**src/rtl/udp_rx_pkg.sv**
```systemverilog
// Shared types and constants for the UDP RX video deframer.
package udp_rx_pkg;

  typedef enum logic [1:0] {
    StHunt = 2'd0,
    StChan = 2'd1,
    StRec  = 2'd2
  } rx_state_e;

  localparam logic [1:0] ErrNone    = 2'b00;
  localparam logic [1:0] ErrBadCh   = 2'b01;
  localparam logic [1:0] ErrTimeout = 2'b10;

  localparam logic [31:0] FrameHeadDefault = 32'hF3ED7A93;

  // Counter width for values 0..n-1, never narrower than one bit.
  function automatic int unsigned cnt_width(input int unsigned n);
    return (n > 1) ? $clog2(n) : 1;
  endfunction

endpackage

```
**src/rtl/udp_rx_vid_deframer_if.sv**
```systemverilog
// Byte stream in from udp_top and VTC-style video stream out of the deframer.
interface udp_rx_vid_deframer_if #(
  parameter int unsigned PIX_BYTES = 2,
  parameter int unsigned N_CH      = 1
);
  localparam int unsigned CH_W = udp_rx_pkg::cnt_width(N_CH);

  logic                   app_rx_data_valid;
  logic [7:0]             app_rx_data;
  logic                   vid_clk;
  logic                   vid_vs;
  logic                   vid_de;
  logic [8*PIX_BYTES-1:0] vid_data;
  logic [CH_W-1:0]        vid_ch;
  logic                   vid_eol;
  logic                   vid_eof;
  logic [15:0]            frame_cnt;
  logic                   err_pulse;
  logic [1:0]             err_code;

  // Byte source / video sink side.
  modport master (
    output app_rx_data_valid, app_rx_data,
    input  vid_clk, vid_vs, vid_de, vid_data, vid_ch, vid_eol, vid_eof,
    input  frame_cnt, err_pulse, err_code
  );

  // Deframer side.
  modport slave (
    input  app_rx_data_valid, app_rx_data,
    output vid_clk, vid_vs, vid_de, vid_data, vid_ch, vid_eol, vid_eof,
    output frame_cnt, err_pulse, err_code
  );

endinterface

```
**src/rtl/udp_rx_pix_pack.sv**
```systemverilog
// Packs PIX_BYTES bytes MSB-first into one pixel; pixel appears one cycle after its last byte.
module udp_rx_pix_pack #(
  parameter int unsigned PIX_BYTES = 2
) (
  input  logic                   app_rx_clk,
  input  logic                   rstn,
  input  logic                   clear,
  input  logic                   in_valid,
  input  logic [7:0]             in_byte,
  output logic [8*PIX_BYTES-1:0] pix,
  output logic                   pix_valid,
  output logic                   pix_done
);
  localparam int unsigned PW = 8 * PIX_BYTES;
  localparam int unsigned IW = udp_rx_pkg::cnt_width(PIX_BYTES);

  logic [IW-1:0] idx_q, idx_d;
  logic [PW-1:0] sr_q, sr_d;
  logic [PW-1:0] pix_q, pix_d;
  logic          pv_q, pv_d;
  logic [PW-1:0] word_next;

  assign word_next = (sr_q << 8) | PW'(in_byte);
  assign pix_done  = in_valid && !clear && (idx_q == IW'(PIX_BYTES - 1));

  always_comb begin
    idx_d = idx_q;
    sr_d  = sr_q;
    pix_d = '0;
    pv_d  = 1'b0;
    if (clear) begin
      idx_d = '0;
      sr_d  = '0;
    end else if (in_valid) begin
      if (pix_done) begin
        idx_d = '0;
        sr_d  = '0;
        pix_d = word_next;
        pv_d  = 1'b1;
      end else begin
        idx_d = idx_q + IW'(1);
        sr_d  = word_next;
      end
    end
  end

  always_ff @(posedge app_rx_clk or negedge rstn) begin
    if (!rstn) begin
      idx_q <= '0;
      sr_q  <= '0;
      pix_q <= '0;
      pv_q  <= 1'b0;
    end else begin
      idx_q <= idx_d;
      sr_q  <= sr_d;
      pix_q <= pix_d;
      pv_q  <= pv_d;
    end
  end

  assign pix       = pix_q;
  assign pix_valid = pv_q;

endmodule

```
**src/rtl/udp_rx_vid_deframer.sv**
```systemverilog
// UDP RX video deframer: header hunt, channel check, pixel packing, line/frame markers, timeout abort.
module udp_rx_vid_deframer
  import udp_rx_pkg::*;
#(
  parameter logic [31:0] FRAME_HEAD  = FrameHeadDefault,
  parameter int unsigned PIX_BYTES   = 2,
  parameter int unsigned N_CH        = 1,
  parameter int unsigned LINE_PIX    = 1024,
  parameter int unsigned FRAME_BYTES = 1572864,
  parameter int unsigned TIMEOUT_CYC = 65535
) (
  input logic                   app_rx_clk,
  input logic                   rstn,
  udp_rx_vid_deframer_if.slave  bus
);
  localparam int unsigned PW   = 8 * PIX_BYTES;
  localparam int unsigned CH_W = cnt_width(N_CH);
  localparam int unsigned BC_W = cnt_width(FRAME_BYTES);
  localparam int unsigned PC_W = cnt_width(LINE_PIX);
  localparam int unsigned IC_W = cnt_width(TIMEOUT_CYC);

  rx_state_e       state_q, state_d;
  logic [31:0]     hdr_q, hdr_d, hdr_next;
  logic [BC_W-1:0] byte_cnt_q, byte_cnt_d;
  logic [PC_W-1:0] pix_cnt_q, pix_cnt_d;
  logic [IC_W-1:0] idle_q, idle_d;
  logic            vs_q, vs_d;
  logic [CH_W-1:0] ch_q, ch_d;
  logic            eol_q, eol_d;
  logic            eof_q, eof_d;
  logic [15:0]     frame_cnt_q, frame_cnt_d;
  logic            err_pulse_q, err_pulse_d;
  logic [1:0]      err_code_q, err_code_d;

  logic            valid;
  logic            idle_hit;
  logic            rec_byte;
  logic            pack_clear;
  logic [PW-1:0]   pix;
  logic            pix_valid;
  logic            pix_done;

  assign valid      = bus.app_rx_data_valid;
  assign hdr_next   = {hdr_q[23:0], bus.app_rx_data};
  assign idle_hit   = (idle_q == IC_W'(TIMEOUT_CYC - 1));
  assign rec_byte   = valid && (state_q == StRec);
  // Packer is held clear outside REC so an aborted pixel never leaks into the next frame.
  assign pack_clear = (state_q != StRec);

  udp_rx_pix_pack #(
    .PIX_BYTES (PIX_BYTES)
  ) u_pix_pack (
    .app_rx_clk (app_rx_clk),
    .rstn       (rstn),
    .clear      (pack_clear),
    .in_valid   (rec_byte),
    .in_byte    (bus.app_rx_data),
    .pix        (pix),
    .pix_valid  (pix_valid),
    .pix_done   (pix_done)
  );

  always_comb begin
    state_d     = state_q;
    hdr_d       = hdr_q;
    byte_cnt_d  = byte_cnt_q;
    pix_cnt_d   = pix_cnt_q;
    idle_d      = idle_q;
    vs_d        = 1'b0;
    ch_d        = ch_q;
    eol_d       = 1'b0;
    eof_d       = 1'b0;
    frame_cnt_d = frame_cnt_q;
    err_pulse_d = 1'b0;
    err_code_d  = err_code_q;

    unique case (state_q)
      StHunt: begin
        byte_cnt_d = '0;
        pix_cnt_d  = '0;
        idle_d     = '0;
        if (valid) begin
          if (hdr_next == FRAME_HEAD) begin
            state_d = StChan;
            hdr_d   = '0;
          end else begin
            hdr_d = hdr_next;
          end
        end
      end
      StChan: begin
        if (valid) begin
          idle_d = '0;
          if (32'(bus.app_rx_data) < N_CH) begin
            state_d = StRec;
            vs_d    = 1'b1;
            ch_d    = bus.app_rx_data[CH_W-1:0];
          end else begin
            state_d     = StHunt;
            err_pulse_d = 1'b1;
            err_code_d  = ErrBadCh;
          end
        end else if (idle_hit) begin
          state_d     = StHunt;
          idle_d      = '0;
          err_pulse_d = 1'b1;
          err_code_d  = ErrTimeout;
        end else begin
          idle_d = idle_q + IC_W'(1);
        end
      end
      StRec: begin
        if (valid) begin
          idle_d     = '0;
          byte_cnt_d = byte_cnt_q + BC_W'(1);
          if (pix_done) begin
            eol_d     = (pix_cnt_q == PC_W'(LINE_PIX - 1));
            pix_cnt_d = eol_d ? '0 : pix_cnt_q + PC_W'(1);
          end
          if (byte_cnt_q == BC_W'(FRAME_BYTES - 1)) begin
            state_d     = StHunt;
            eof_d       = 1'b1;
            frame_cnt_d = frame_cnt_q + 16'd1;
          end
        end else if (idle_hit) begin
          state_d     = StHunt;
          idle_d      = '0;
          err_pulse_d = 1'b1;
          err_code_d  = ErrTimeout;
        end else begin
          idle_d = idle_q + IC_W'(1);
        end
      end
      default: state_d = StHunt;
    endcase
  end

  always_ff @(posedge app_rx_clk or negedge rstn) begin
    if (!rstn) begin
      state_q     <= StHunt;
      hdr_q       <= '0;
      byte_cnt_q  <= '0;
      pix_cnt_q   <= '0;
      idle_q      <= '0;
      vs_q        <= 1'b0;
      ch_q        <= '0;
      eol_q       <= 1'b0;
      eof_q       <= 1'b0;
      frame_cnt_q <= '0;
      err_pulse_q <= 1'b0;
      err_code_q  <= ErrNone;
    end else begin
      state_q     <= state_d;
      hdr_q       <= hdr_d;
      byte_cnt_q  <= byte_cnt_d;
      pix_cnt_q   <= pix_cnt_d;
      idle_q      <= idle_d;
      vs_q        <= vs_d;
      ch_q        <= ch_d;
      eol_q       <= eol_d;
      eof_q       <= eof_d;
      frame_cnt_q <= frame_cnt_d;
      err_pulse_q <= err_pulse_d;
      err_code_q  <= err_code_d;
    end
  end

  assign bus.vid_clk   = app_rx_clk;
  assign bus.vid_vs    = vs_q;
  assign bus.vid_de    = pix_valid;
  assign bus.vid_data  = pix;
  assign bus.vid_ch    = ch_q;
  assign bus.vid_eol   = eol_q;
  assign bus.vid_eof   = eof_q;
  assign bus.frame_cnt = frame_cnt_q;
  assign bus.err_pulse = err_pulse_q;
  assign bus.err_code  = err_code_q;

endmodule

```
**src/flat_wrapper.sv**
```systemverilog
// flat-port wrapper written by rule: the top's interface ports become plain ports
module udp_rx_vid_deframer_flat import udp_rx_pkg::*;
#(
  parameter logic [31:0] FRAME_HEAD  = FrameHeadDefault,
  parameter int unsigned PIX_BYTES   = 2,
  parameter int unsigned N_CH        = 1,
  parameter int unsigned LINE_PIX    = 1024,
  parameter int unsigned FRAME_BYTES = 1572864,
  parameter int unsigned TIMEOUT_CYC = 65535
)
  (app_rx_clk, rstn, bus_app_rx_data_valid, bus_app_rx_data, bus_vid_clk, bus_vid_vs, bus_vid_de, bus_vid_data, bus_vid_ch, bus_vid_eol, bus_vid_eof, bus_frame_cnt, bus_err_pulse, bus_err_code);
  udp_rx_vid_deframer_if #(.PIX_BYTES(PIX_BYTES), .N_CH(N_CH)) bus_i ();
  input logic app_rx_clk;
  input logic rstn;
  input wire logic [$bits(bus_i.app_rx_data_valid)-1:0] bus_app_rx_data_valid;
  input wire logic [$bits(bus_i.app_rx_data)-1:0] bus_app_rx_data;
  output wire logic [$bits(bus_i.vid_clk)-1:0] bus_vid_clk;
  output wire logic [$bits(bus_i.vid_vs)-1:0] bus_vid_vs;
  output wire logic [$bits(bus_i.vid_de)-1:0] bus_vid_de;
  output wire logic [$bits(bus_i.vid_data)-1:0] bus_vid_data;
  output wire logic [$bits(bus_i.vid_ch)-1:0] bus_vid_ch;
  output wire logic [$bits(bus_i.vid_eol)-1:0] bus_vid_eol;
  output wire logic [$bits(bus_i.vid_eof)-1:0] bus_vid_eof;
  output wire logic [$bits(bus_i.frame_cnt)-1:0] bus_frame_cnt;
  output wire logic [$bits(bus_i.err_pulse)-1:0] bus_err_pulse;
  output wire logic [$bits(bus_i.err_code)-1:0] bus_err_code;
  assign bus_i.app_rx_data_valid = bus_app_rx_data_valid;
  assign bus_i.app_rx_data = bus_app_rx_data;
  assign bus_vid_clk = bus_i.vid_clk;
  assign bus_vid_vs = bus_i.vid_vs;
  assign bus_vid_de = bus_i.vid_de;
  assign bus_vid_data = bus_i.vid_data;
  assign bus_vid_ch = bus_i.vid_ch;
  assign bus_vid_eol = bus_i.vid_eol;
  assign bus_vid_eof = bus_i.vid_eof;
  assign bus_frame_cnt = bus_i.frame_cnt;
  assign bus_err_pulse = bus_i.err_pulse;
  assign bus_err_code = bus_i.err_code;
  udp_rx_vid_deframer #(.FRAME_HEAD(FRAME_HEAD), .PIX_BYTES(PIX_BYTES), .N_CH(N_CH), .LINE_PIX(LINE_PIX), .FRAME_BYTES(FRAME_BYTES), .TIMEOUT_CYC(TIMEOUT_CYC)) u_core (.app_rx_clk(app_rx_clk), .rstn(rstn), .bus(bus_i));
endmodule
```
**config.mk**
```make
export PLATFORM = sky130hd
export DESIGN_NAME = udp_rx_vid_deframer_flat
export DESIGN_NICKNAME = d
export VERILOG_FILES = /design/src/rtl/udp_rx_pkg.sv /design/src/rtl/udp_rx_vid_deframer_if.sv /design/src/rtl/udp_rx_pix_pack.sv /design/src/rtl/udp_rx_vid_deframer.sv /design/src/flat_wrapper.sv
export SDC_FILE = /design/constraint.sdc
export NUM_CORES = 1
export LEC_CHECK = 0
export ABC_AREA = 1
export BUFFER_PORTS_ARGS = -buffer_cell sky130_fd_sc_hd__buf_2
export CAP_MARGIN = 25
export CORE_ASPECT_RATIO = 1.25
export CORE_UTILIZATION = 58
export DETAILED_ROUTE_END_ITERATION = 6
export PLACE_DENSITY = 0.74
export SYNTH_ARGS = -nofsm -noshare
export SYNTH_HDL_FRONTEND = slang
export SYNTH_SLANG_ARGS = --single-unit
```
**constraint.sdc**
```tcl
create_clock -name app_rx_clk -period 2 [get_ports app_rx_clk]
set_clock_uncertainty 0.05 [all_clocks]
set_input_delay 0.1 -clock app_rx_clk [delete_from_list [all_inputs] [get_ports app_rx_clk]]
set_output_delay 0.1 -clock app_rx_clk [all_outputs]
set_load 0.01 [all_outputs]
```
Word-level counts from Yosys, hierarchy flattened. Cells that the tools add are included. W data, S select, Z words.

Add/subtract/negate cells: 5. $lt $le $gt $ge: 1. Equality and inequality tests: 14. Multiplexer cells: 49. Bitwise gates (word level): 1. Reductions and logical operators: 17.

Operators with widths (number): $mux W16 (5); $pmux W21 S2 (1); $add A16 B1 Y16 const B (2); $eq A32 B32 Y1 const B (1); $pmux W16 S2 (1); $mux W10 (3); $mux W24 (1); $mux W8 (3); $mux W2 (11); $add A21 B1 Y21 const B (1); $eq A21 B21 Y1 const B (1); $mux W21 (1); $pmux W10 S2 (1); $mux W1 (19); $eq A16 B16 Y1 const B (1); $or A16 B8 Y16 (1); $reduce_and A3 Y1 (5); $add A10 B1 Y10 const B (1); $eq A10 B10 Y1 const B (1); $lt A8 B1 Y1 const B (1); $ne A2 B2 Y1 const B (4); $reduce_bool A2 Y1 (4); $ne A3 B3 Y1 const B (2); $pmux W2 S3 (1); other kinds (11) (15).

Register bits after elaboration: 122. Input port bits: 11. Output and inout port bits: 41. Word-level logic and storage cells: 103.

Depth between registers and ports, before layout. Gate-level depths: netlist (run 1).

Word-level depth: 7. Gate-level depth with buffers: 12.

By module. Synthesis (run 1) repeated with hierarchy kept, for this count alone.

Cell total of the unflattened synthesis: 732. Area total of the unflattened synthesis: 5954.5 um^2.

Modules (own cells, without submodules): udp_rx_vid_deframer (instances 1, cells an instance 622, area each 4973.5 um^2); udp_rx_pix_pack (instances 1, cells an instance 110, area each 980.9 um^2).

==> flow_summary.toml, run 1 <==
[outcome]
outcome = "finished, violations left"
violations = "design-rule violations"

[worst_setup_path]
cp.required_ns = 2.36
cp_slowest_stage_delay_ns = 0.42
regToRegStartpoint = "u_core.state_q[0]"
crit_slowest_cell = "dfrtp_1"
cp_max_fo = 9
path_cells = "inv_1 > ha_2 > nand2_4 > nand2_4 > nand3_1 > nor2_1 > nand3_1 > nand2_1 > nor2_1"
timing.rr.end = "u_core.byte_cnt_q[19]"
end_kind = "flip-flop"
cp_data_arrival_time_ns = 2.18
crit_type = "reg2reg"
cp_top_family = "simple AND/OR/NAND/NOR gates"
r2r_cells = 9
ff2ff_setup_slack_ns = 0.18
crit_buf_inv = 1
cp-start-kind = "flip-flop"

[yosys]
synth-edff-count = 0
ys_ff_latch = 122
avgSynthCellArea_um2 = 8.32
ys_seq_area_share_pct = 51.6
synthDistinctLibCells = 42
synth_nets = 731
yosys_warnings = 0
synthCells = 711
synth_ff_type = "dfrtp_1"
netlist_area_um2 = 5920
synth-async-reset-ratio_pct = 100

[power]
ir_worst_vdd_mv = 0.720
p_total_mw = 7.43
p_leak_nw = 3.54
pwr_density_cell_nw_per_um2 = 1040

[placement]
port_buffers = 51
place.gp.congestion = 0.872
placed_cell_area_um2 = 6370
post-dp-hpwl_mm = 9.02

[cells_and_area]
final_area_um2 = 7180
layout-drive-gt1-share_pct = 17.2
final_common_cell = "nand2_1"
final_net_count = 813
diodes = 0
layout_common_cells = "nand2_1 (171), dfrtp_1 (122), inv_1 (88), nor2_1 (82), nand3_1 (53)"
syn2layout_area_growth_pct = 21.3

[global_route]
grt_pass1_vias = 5074
grt_use_total_pct = 27.9
antenna_found_initial = 0
grt_start_max_net_pins = 48
grt-ovfl-total = 0
grt_first_pass_wirelength_mm = 22.9

[flow_run]
max-cap-violations = 0

[sta]
final_max_slew_viol_count = 0
rsz0062_at_grt = "no"
clock.fmax_mhz = 549
maxSlewHeadroom_pct = 65.4
tightest_slew_ns = 0.518
fin_crit_sh_pct = 91.1
fin_crit_ns = 1.82
hold_viol = 0
setup_viol = 0

[detailed_routing]
drt_wl_total_mm = 13.3
wl_per_cell_um = 14.2
drcViolationCount = 1
dr_total_vias = 5013
drt_iter0_drc = 322
ant_nets = 0
viasPerCell = 5.38
first_pass_iters = 7

[clocking]
cts_tree = "built"
clkLatencyLatePin_ns = 0.53
path_clk_slew_ns = 0.06
cts_setup_buffers = 0

[die]
coreArea_um2 = 9760
io_pins = 52
dieArea_um2 = 10600
start_util_pct = 60.6
fp.dieW_um = 92.3
die_h_um = 115
rows = 40

[min_path]
hp-class = "in2async"
==> power breakdown <==
part | internal (mW) | switching (mW) | leakage [nW]
clock | 2.29 | 1.15 | 0.330
combinational | 0.362 | 0.724 | 1.60
sequential | 2.73 | 0.177 | 1.62
==> area by class of cell <==
type	instances	area, um2
multi-input cells	478	2440
repair buffers	71	460
clock inverters	11	145
flip-flops and latches	122	3050
well taps	126	158
clock buffers	25	541
fillers	754	2580
inverters	99	378
==> per-stage QoR <==
step / utilization [%] / setup WS [ns] / std cells / setup TNS [ns] / hold WS (ns)
CTS: 73.3 / 0.0491 / 932 / 0 / 0.0265
detailed placement: 65.3 / -0.00827 / 887 / -0.00827 / 0.0331
global route: 73.6 / 0.0206 / 932 / 0 / 0.0494
floorplan: - / 0.289 / 711 / 0 / -0.246
global placement: 65.3 / 0.139 / 887 / 0 / 0.0247
finish: 73.6 / 0.179 / 932 / 0 / 0.0184
==> state kept, by name, indices dropped and copies added, names as in the netlist <==
signal / count
u_core.hdr_q: 24
u_core.byte_cnt_q: 21
u_core.bus.frame_cnt: 16
u_core.idle_q: 16
u_core.u_pix_pack.pix: 16
u_core.pix_cnt_q: 10
u_core.u_pix_pack.sr_q: 8
u_core.bus.err_code: 2
u_core.state_q: 2
u_core.bus.err_pulse: 1
u_core.bus.vid_ch: 1
u_core.bus.vid_eof: 1
u_core.bus.vid_eol: 1
u_core.bus.vid_vs: 1
u_core.u_pix_pack.idx_q: 1
u_core.u_pix_pack.pix_valid: 1
==> what timing repair did <==
item | CTS | global route
resized for setup | 1 | 6
endpoints found under the setup margin | 1 | 6
hold endpoints to repair | 149 | 0
pin swaps | 0 | 1
hold buffers | 10 | 0
==> Yosys cell counts, types with 6 or more instances <==
library cell	number	share of area (%)
inv_1	88	5.6
nand2_1	172	11
xor2_1	12	1.8
nor3_1	13	1.1
ha_1	9	1.9
o22ai_1	10	1.1
nor2_1	82	5.2
inv_2	7	0.44
xnor2_1	9	1.3
nand2_2	8	0.85
nor2_2	6	0.63
dfrtp_1	122	52
o21ai_0	32	2.7
nand4_1	14	1.5
a21oi_1	25	2.1
nand3_1	53	4.5
==> how the worst max path moves through the flow <==
| stage | start | to | cells after the start |
|---|---|---|---|
| after global placement | u_core.state_q[0] | u_core.pix_cnt_q[5] | 11 |
| final | u_core.state_q[0] | u_core.byte_cnt_q[19] | 9 |
| after detailed placement | u_core.state_q[0] | u_core.pix_cnt_q[5] | 11 |
| after floorplan | u_core.state_q[0] | u_core.byte_cnt_q[18] | 11 |
| after CTS | u_core.state_q[0] | u_core.pix_cnt_q[5] | 11 |
| after global routing | u_core.state_q[0] | u_core.byte_cnt_q[19] | 10 |
==> routing by layer <==
| layer | GRT usage [%] | vias to the layer above | share of wire, % |
|---|---|---|---|
| li1 | - | 2435 | - |
| met1 | 33.4 | 2386 | 42 |
| met2 | 47.1 | 164 | 51 |
| met3 | 7.21 | 28 | 4.9 |
| met4 | 13.5 | 0 | 1.8 |
| met5 | 0 | - | 0 |
==> logic make-up after synthesis <==
logic type / after synthesis / synth area share, %
compound gates: 78 / 7.30
xor+xnor: 21 / 3.11
fa+ha+maj: 9 / 1.90
buf+inv: 111 / 7.44
flops: 122 / 51.6
mux: 2 / 0.338
simple gates: 368 / 28.3
Note: power is estimated with default switching activity, not from simulation.
==> inputs of run 2 (changes only) <==
--- a/config.mk
+++ b/config.mk
@@ -11,7 +11,7 @@
 export CORE_ASPECT_RATIO = 1.25
 export CORE_UTILIZATION = 58
 export DETAILED_ROUTE_END_ITERATION = 6
-export PLACE_DENSITY = 0.74
+export PLACE_DENSITY = 0.78
 export SYNTH_ARGS = -nofsm -noshare
 export SYNTH_HDL_FRONTEND = slang
 export SYNTH_SLANG_ARGS = --single-unit
==> constraint.sdc (replaced) <==
create_clock -name app_rx_clk -period 2 [get_ports app_rx_clk]
set_clock_uncertainty 0.05 [all_clocks]
set_input_delay 0.6 -clock app_rx_clk [delete_from_list [all_inputs] [get_ports app_rx_clk]]
set_output_delay 0.6 -clock app_rx_clk [all_outputs]
set_load 0.01 [all_outputs]
==> flow_summary.toml, run 2 (synthesis results as in run 1) <==
[outcome]
outcome = "finished, final reports clean"

[sta]
clock.fmax_mhz = 530
tightest_slew_ns = 0.490
rsz0062_at_grt = "no"
setup_viol = 0
final_max_slew_viol_count = 0
hold_viol = 0
maxSlewHeadroom_pct = 67.1
fin_crit_sh_pct = 94.4
fin_crit_ns = 1.89
whs_ns = 0.0188
setup_ws_ns = 0.113

[placement]
post-dp-hpwl_mm = 8.87
port_buffers = 51
place.gp.congestion = 0.913
dp.cells = 891
dp_worst_setup_slack_ns = 0.0146

[detailed_routing]
drcViolationCount = 0
wl_per_cell_um = 14.1
viasPerCell = 5.42
drt_iter0_drc = 308
drt_wl_total_mm = 13.0
first_pass_iters = 5
dr_total_vias = 5009
ant_nets = 0

[global_route]
antenna_found_initial = 0
grt-ovfl-total = 0
grt_first_pass_wirelength_mm = 22.2
grt_pass1_vias = 5005
grt_use_total_pct = 27.0
grt_start_max_net_pins = 74

[die]
coreArea_um2 = 9760
rows = 40
die_h_um = 115
fp.dieW_um = 92.3
start_util_pct = 60.6
dieArea_um2 = 10600
io_pins = 52

[power]
p_leak_nw = 3.50
switchingPower_mw = 1.97
pwr-share-comb_pct = 14.9
pwr-share-seq_pct = 40.4
p_total_mw = 7.18
p_clk_share_pct = 44.7
ir_worst_vdd_mv = 0.720
swShare_pct = 27.5
intPower_mw = 5.21
pwr_density_cell_nw_per_um2 = 1020

[worst_setup_path]
crit_type = "reg2reg"
end_kind = "flip-flop"
regToRegStartpoint = "u_core.state_q[0]"
cp-start-kind = "flip-flop"
ff2ff_setup_slack_ns = 0.11
cp_max_fo = 7
cp.required_ns = 2.42
timing.rr.end = "u_core.pix_cnt_q[5]"
cp_data_arrival_time_ns = 2.30
r2r_cells = 11

[cells_and_area]
syn2layout_area_growth_pct = 19.1
fin_cells = 925
largest_register_ffs = 24
diodes = 0
layout_common_cells = "nand2_1 (171), dfrtp_1 (122), inv_1 (88), nor2_1 (82), nand3_1 (53)"
final_common_cell = "nand2_1"
n_fill_cell = 718
final_net_count = 806
top_register = "u_core.hdr_q"
layout-drive-gt1-share_pct = 17.3
reg_top3 = "u_core.hdr_q (24), u_core.byte_cnt_q (21)"

[clocking]
cts_hold_buf = 0
path_clk_slew_ns = 0.05
cts_setup_buffers = 0
clkLatencyLatePin_ns = 0.53
cts_tree = "built"

[min_path]
hp-class = "in2async"

[flow_run]
max-cap-violations = 0
## run 2: changes by cell type in the layout (fill, tap and decap cells not counted), sizes merged
cell,delta
clkbuf,+3
bufinv,-1
buf,+4
dlygate4sd3,-10
clkinvlp,-1
clkinv,-2
## run 2: cell type report
| cell class | count | area [um2] | area share [%] |
|---|---|---|---|
| sequential | 122 | 3050 | 43.3 |
| multi-input combinational | 478 | 2430 | 34.5 |
| clock buffer | 28 | 547 | 7.76 |
| timing repair buffer | 65 | 390 | 5.54 |
| inverter | 99 | 375 | 5.33 |
| tap | 126 | 158 | 2.24 |
| clock inverter | 7 | 90.1 | 1.28 |
## run 2: worst max-delay path by stage
| stage | start | to | cells past startpoint | slack [ns] |
|---|---|---|---|---|
| 2_1_floorplan | app_rx_clk | bus_vid_clk | 1 | 0.23 |
| 3_3_place_gp | u_core.state_q[0] | u_core.pix_cnt_q[5] | 11 | 0.16 |
| 3_5_place_dp | u_core.state_q[0] | u_core.pix_cnt_q[5] | 11 | 0.01 |
| 4_1_cts | app_rx_clk | bus_vid_clk | 3 | -0.02 |
| 5_1_grt | u_core.state_q[0] | u_core.pix_cnt_q[5] | 11 | 0.003 |
| 6_report | u_core.state_q[0] | u_core.pix_cnt_q[5] | 11 | 0.11 |
## run 2: worst max-delay path, stage by stage (launching register included)
cell,delay [ns]
dfrtp_1,0.42
inv_1,0.13
ha_2,0.25
nand2_4,0.09
inv_2,0.14
nand2_4,0.06
nand2_2,0.13
inv_1,0.12
nor2_2,0.14
nand3_1,0.09
nand2_1,0.08
o21a_1,0.11
## run 2: power by group through the flow
stage	combinational (mW)	sequential, mW	clock (mW)
final	1.07	2.90	3.21
after global routing	1.21	2.92	3.37
after CTS	1.06	2.89	3.37
after detailed placement	1.04	2.93	0.0302
after global placement	1.01	2.92	0.0302
after floorplan	0.732	2.89	0.0412
## run 2: what timing repair did
action	4_1_cts	5_1_grt
setup endpoints to repair	2	5
hold endpoints to repair	0	0
pin swaps	0	1
gates resized for setup	2	2
## run 2: routing by layer
layer  GRT usage [%]  vias to the layer above  share of wire (%)
li1                -                     2410                  -
met4            18.0                        0                3.7
met2            45.7                      142                 52
met3            5.89                       43                3.7
met5               0                        -                  0
met1            30.7                     2414                 41
## run 2: through the flow
step / util (%) / setup TNS [ns] / instance area (um2)
final: 72.2 / 0 / 7040
after global placement: 65.6 / 0 / 6400
after floorplan: - / 0 / 5920
after global routing: 72.2 / 0 / 7040
after detailed placement: 65.6 / 0 / 6400
after CTS: 72.4 / -0.0156 / 7060
==> inputs of run 3 (changes only) <==
--- a/config.mk
+++ b/config.mk
@@ -6,11 +6,12 @@
 export NUM_CORES = 1
 export LEC_CHECK = 0
 export ABC_AREA = 1
-export BUFFER_PORTS_ARGS = -buffer_cell sky130_fd_sc_hd__buf_2
+export BUFFER_PORTS_ARGS = -buffer_cell sky130_fd_sc_hd__buf_4
 export CAP_MARGIN = 25
 export CORE_ASPECT_RATIO = 1.25
 export CORE_UTILIZATION = 58
 export DETAILED_ROUTE_END_ITERATION = 6
+export GPL_ROUTABILITY_DRIVEN = 0
 export PLACE_DENSITY = 0.78
 export SYNTH_ARGS = -nofsm -noshare
 export SYNTH_HDL_FRONTEND = slang
==> flow_summary.toml, run 3 (synthesis results as in run 1) <==
[placement]
placed_cell_area_um2 = 6520
port_buffers = 51
post-dp-hpwl_mm = 8.88
dp_worst_setup_slack_ns = 0.111

[sta]
tightest_slew_ns = 0.462
setup_viol = 0
final_max_slew_viol_count = 0
fin_crit_sh_pct = 94.1
rsz0062_at_grt = "no"
whs_ns = 0.278
maxSlewHeadroom_pct = 69.1
setup_ws_ns = 0.119
clock.fmax_mhz = 532
setup_tns_ns = 0
fin_crit_ns = 1.88
hold_viol = 0

[cells_and_area]
final_net_count = 805
multi_input_area_um2 = 2430
syn2layout_area_growth_pct = 21.4
largest_register_ffs = 24
final_common_cell = "nand2_1"
regArea_um2 = 3050
diodes = 0
reg_top3 = "u_core.hdr_q (24), u_core.byte_cnt_q (21)"
top_register = "u_core.hdr_q"
n_fill_cell = 667
layout_common_cells = "nand2_1 (172), dfrtp_1 (122), inv_1 (88), nor2_1 (81), buf_4 (61)"
final_area_um2 = 7180
layout-drive-gt1-share_pct = 17.1

[die]
io_pins = 52
start_util_pct = 60.6
rows = 40
coreArea_um2 = 9760
dieArea_um2 = 10600
die_h_um = 115
fp.dieW_um = 92.3

[detailed_routing]
ant_nets = 0
dr_total_vias = 5037
drt_iter0_drc = 269
drt_wl_total_mm = 13.1
viasPerCell = 5.46
drcViolationCount = 0
first_pass_iters = 5
wl_per_cell_um = 14.2

[min_path]
hold_start = "bus_app_rx_data[4]"
hp-class = "in2reg"
hold_depth = 3
min_to = "u_core.hdr_q[4]"

[worst_setup_path]
cp_top_family = "buffers and inverters"
cp-start-kind = "clock port"
crit_buf_inv = 2
path_cells = "clkbuf_16 > buf_6"
r2r_cells = 10
ff2ff_setup_slack_ns = 0.12
timing.rr.end = "u_core.byte_cnt_q[18]"
crit_slowest_cell = "clkbuf_16"
cp_data_arrival_time_ns = 1.23
end_kind = "output pin"
regToRegStartpoint = "u_core.state_q[0]"
cp_slowest_stage_delay_ns = 0.12
crit_type = "clk2out"
cp.required_ns = 1.35
cp_max_fo = 2

[global_route]
grt_pass1_vias = 5010
grt_start_max_net_pins = 68
grt-ovfl-total = 0
grt_use_total_pct = 27.5
antenna_found_initial = 0
grt_first_pass_wirelength_mm = 22.3

[clocking]
path_clk_slew_ns = 0.05
cts_tree = "built"
clkLatencyLatePin_ns = 0.53

[power]
p_leak_nw = 3.53
pwr_density_cell_nw_per_um2 = 1010
p_total_mw = 7.27
ir_worst_vdd_mv = 0.724

[flow_run]
max-cap-violations = 0

[outcome]
outcome = "finished, final reports clean"
==> run 3: report_power, final <==
part	switching [mW]	leakage, nW	internal [mW]
Clock	1.09	0.322	2.23
Combinational	0.700	1.59	0.351
Sequential	0.171	1.62	2.73
Total	1.96	3.53	5.31
==> run 3: routing by layer <==
layer  wire [um]  share of wire [%]  vias to the layer above  track usage, %
met4         411                3.1                        0            15.7
li1            -                  -                     2412               -
met2        6870                 52                      141            46.7
met1        5310                 40                     2439            31.6
met5           0                  0                        -               0
met3         526                4.0                       45            7.14
==> run 3: cell type report <==
| class | instances | share of cell area, % |
|---|---|---|
| Sequential cell | 122 | 42.5 |
| Multi-Input combinational cell | 478 | 33.8 |
| Clock buffer | 28 | 8.03 |
| Timing Repair Buffer | 64 | 7.07 |
| Inverter | 99 | 5.23 |
| Tap cell | 126 | 2.20 |
| Clock inverter | 6 | 1.18 |
==> run 3: worst reg2reg max path, cell delays in order, from the launching register on <==
cell and delay, ns:
dfrtp_1 0.39, inv_1 0.09, ha_1 0.27, inv_2 0.13, nand2_4 0.07, nand2_4 0.12
inv_2 0.07, nor3_4 0.25, nand2_1 0.10, o21ai_0 0.16, a21oi_1 0.06
==> run 3: worst max path at each step <==
stage               cells after the start                 to  slack (ns)               start
finish                                  2        bus_vid_clk        0.12          app_rx_clk
global route                            8  u_core.idle_q[14]        0.01   u_core.state_q[0]
CTS                                     2        bus_vid_clk        0.12          app_rx_clk
detailed placement                      9    u_core.hdr_q[9]        0.11  bus_app_rx_data[2]
global placement                        9    u_core.hdr_q[0]        0.17  bus_app_rx_data[2]
floorplan                               1        bus_vid_clk        0.23          app_rx_clk
==> run 3: stage by stage <==
stage	utilization, %	cells
CTS	73.6	923
floorplan	-	711
detailed placement	66.8	889
global placement	66.8	889
global route	73.6	923
finish	73.6	923
==> run 3: what timing repair did <==
action / 4_1_cts / 5_1_grt
hold buffers: 1 / 0
endpoints found under the hold margin: 23 / 0
setup buffers: 0 / 0
resized for setup: 1 / 1
cloned: 0 / 0
setup endpoints to repair: 1 / 1
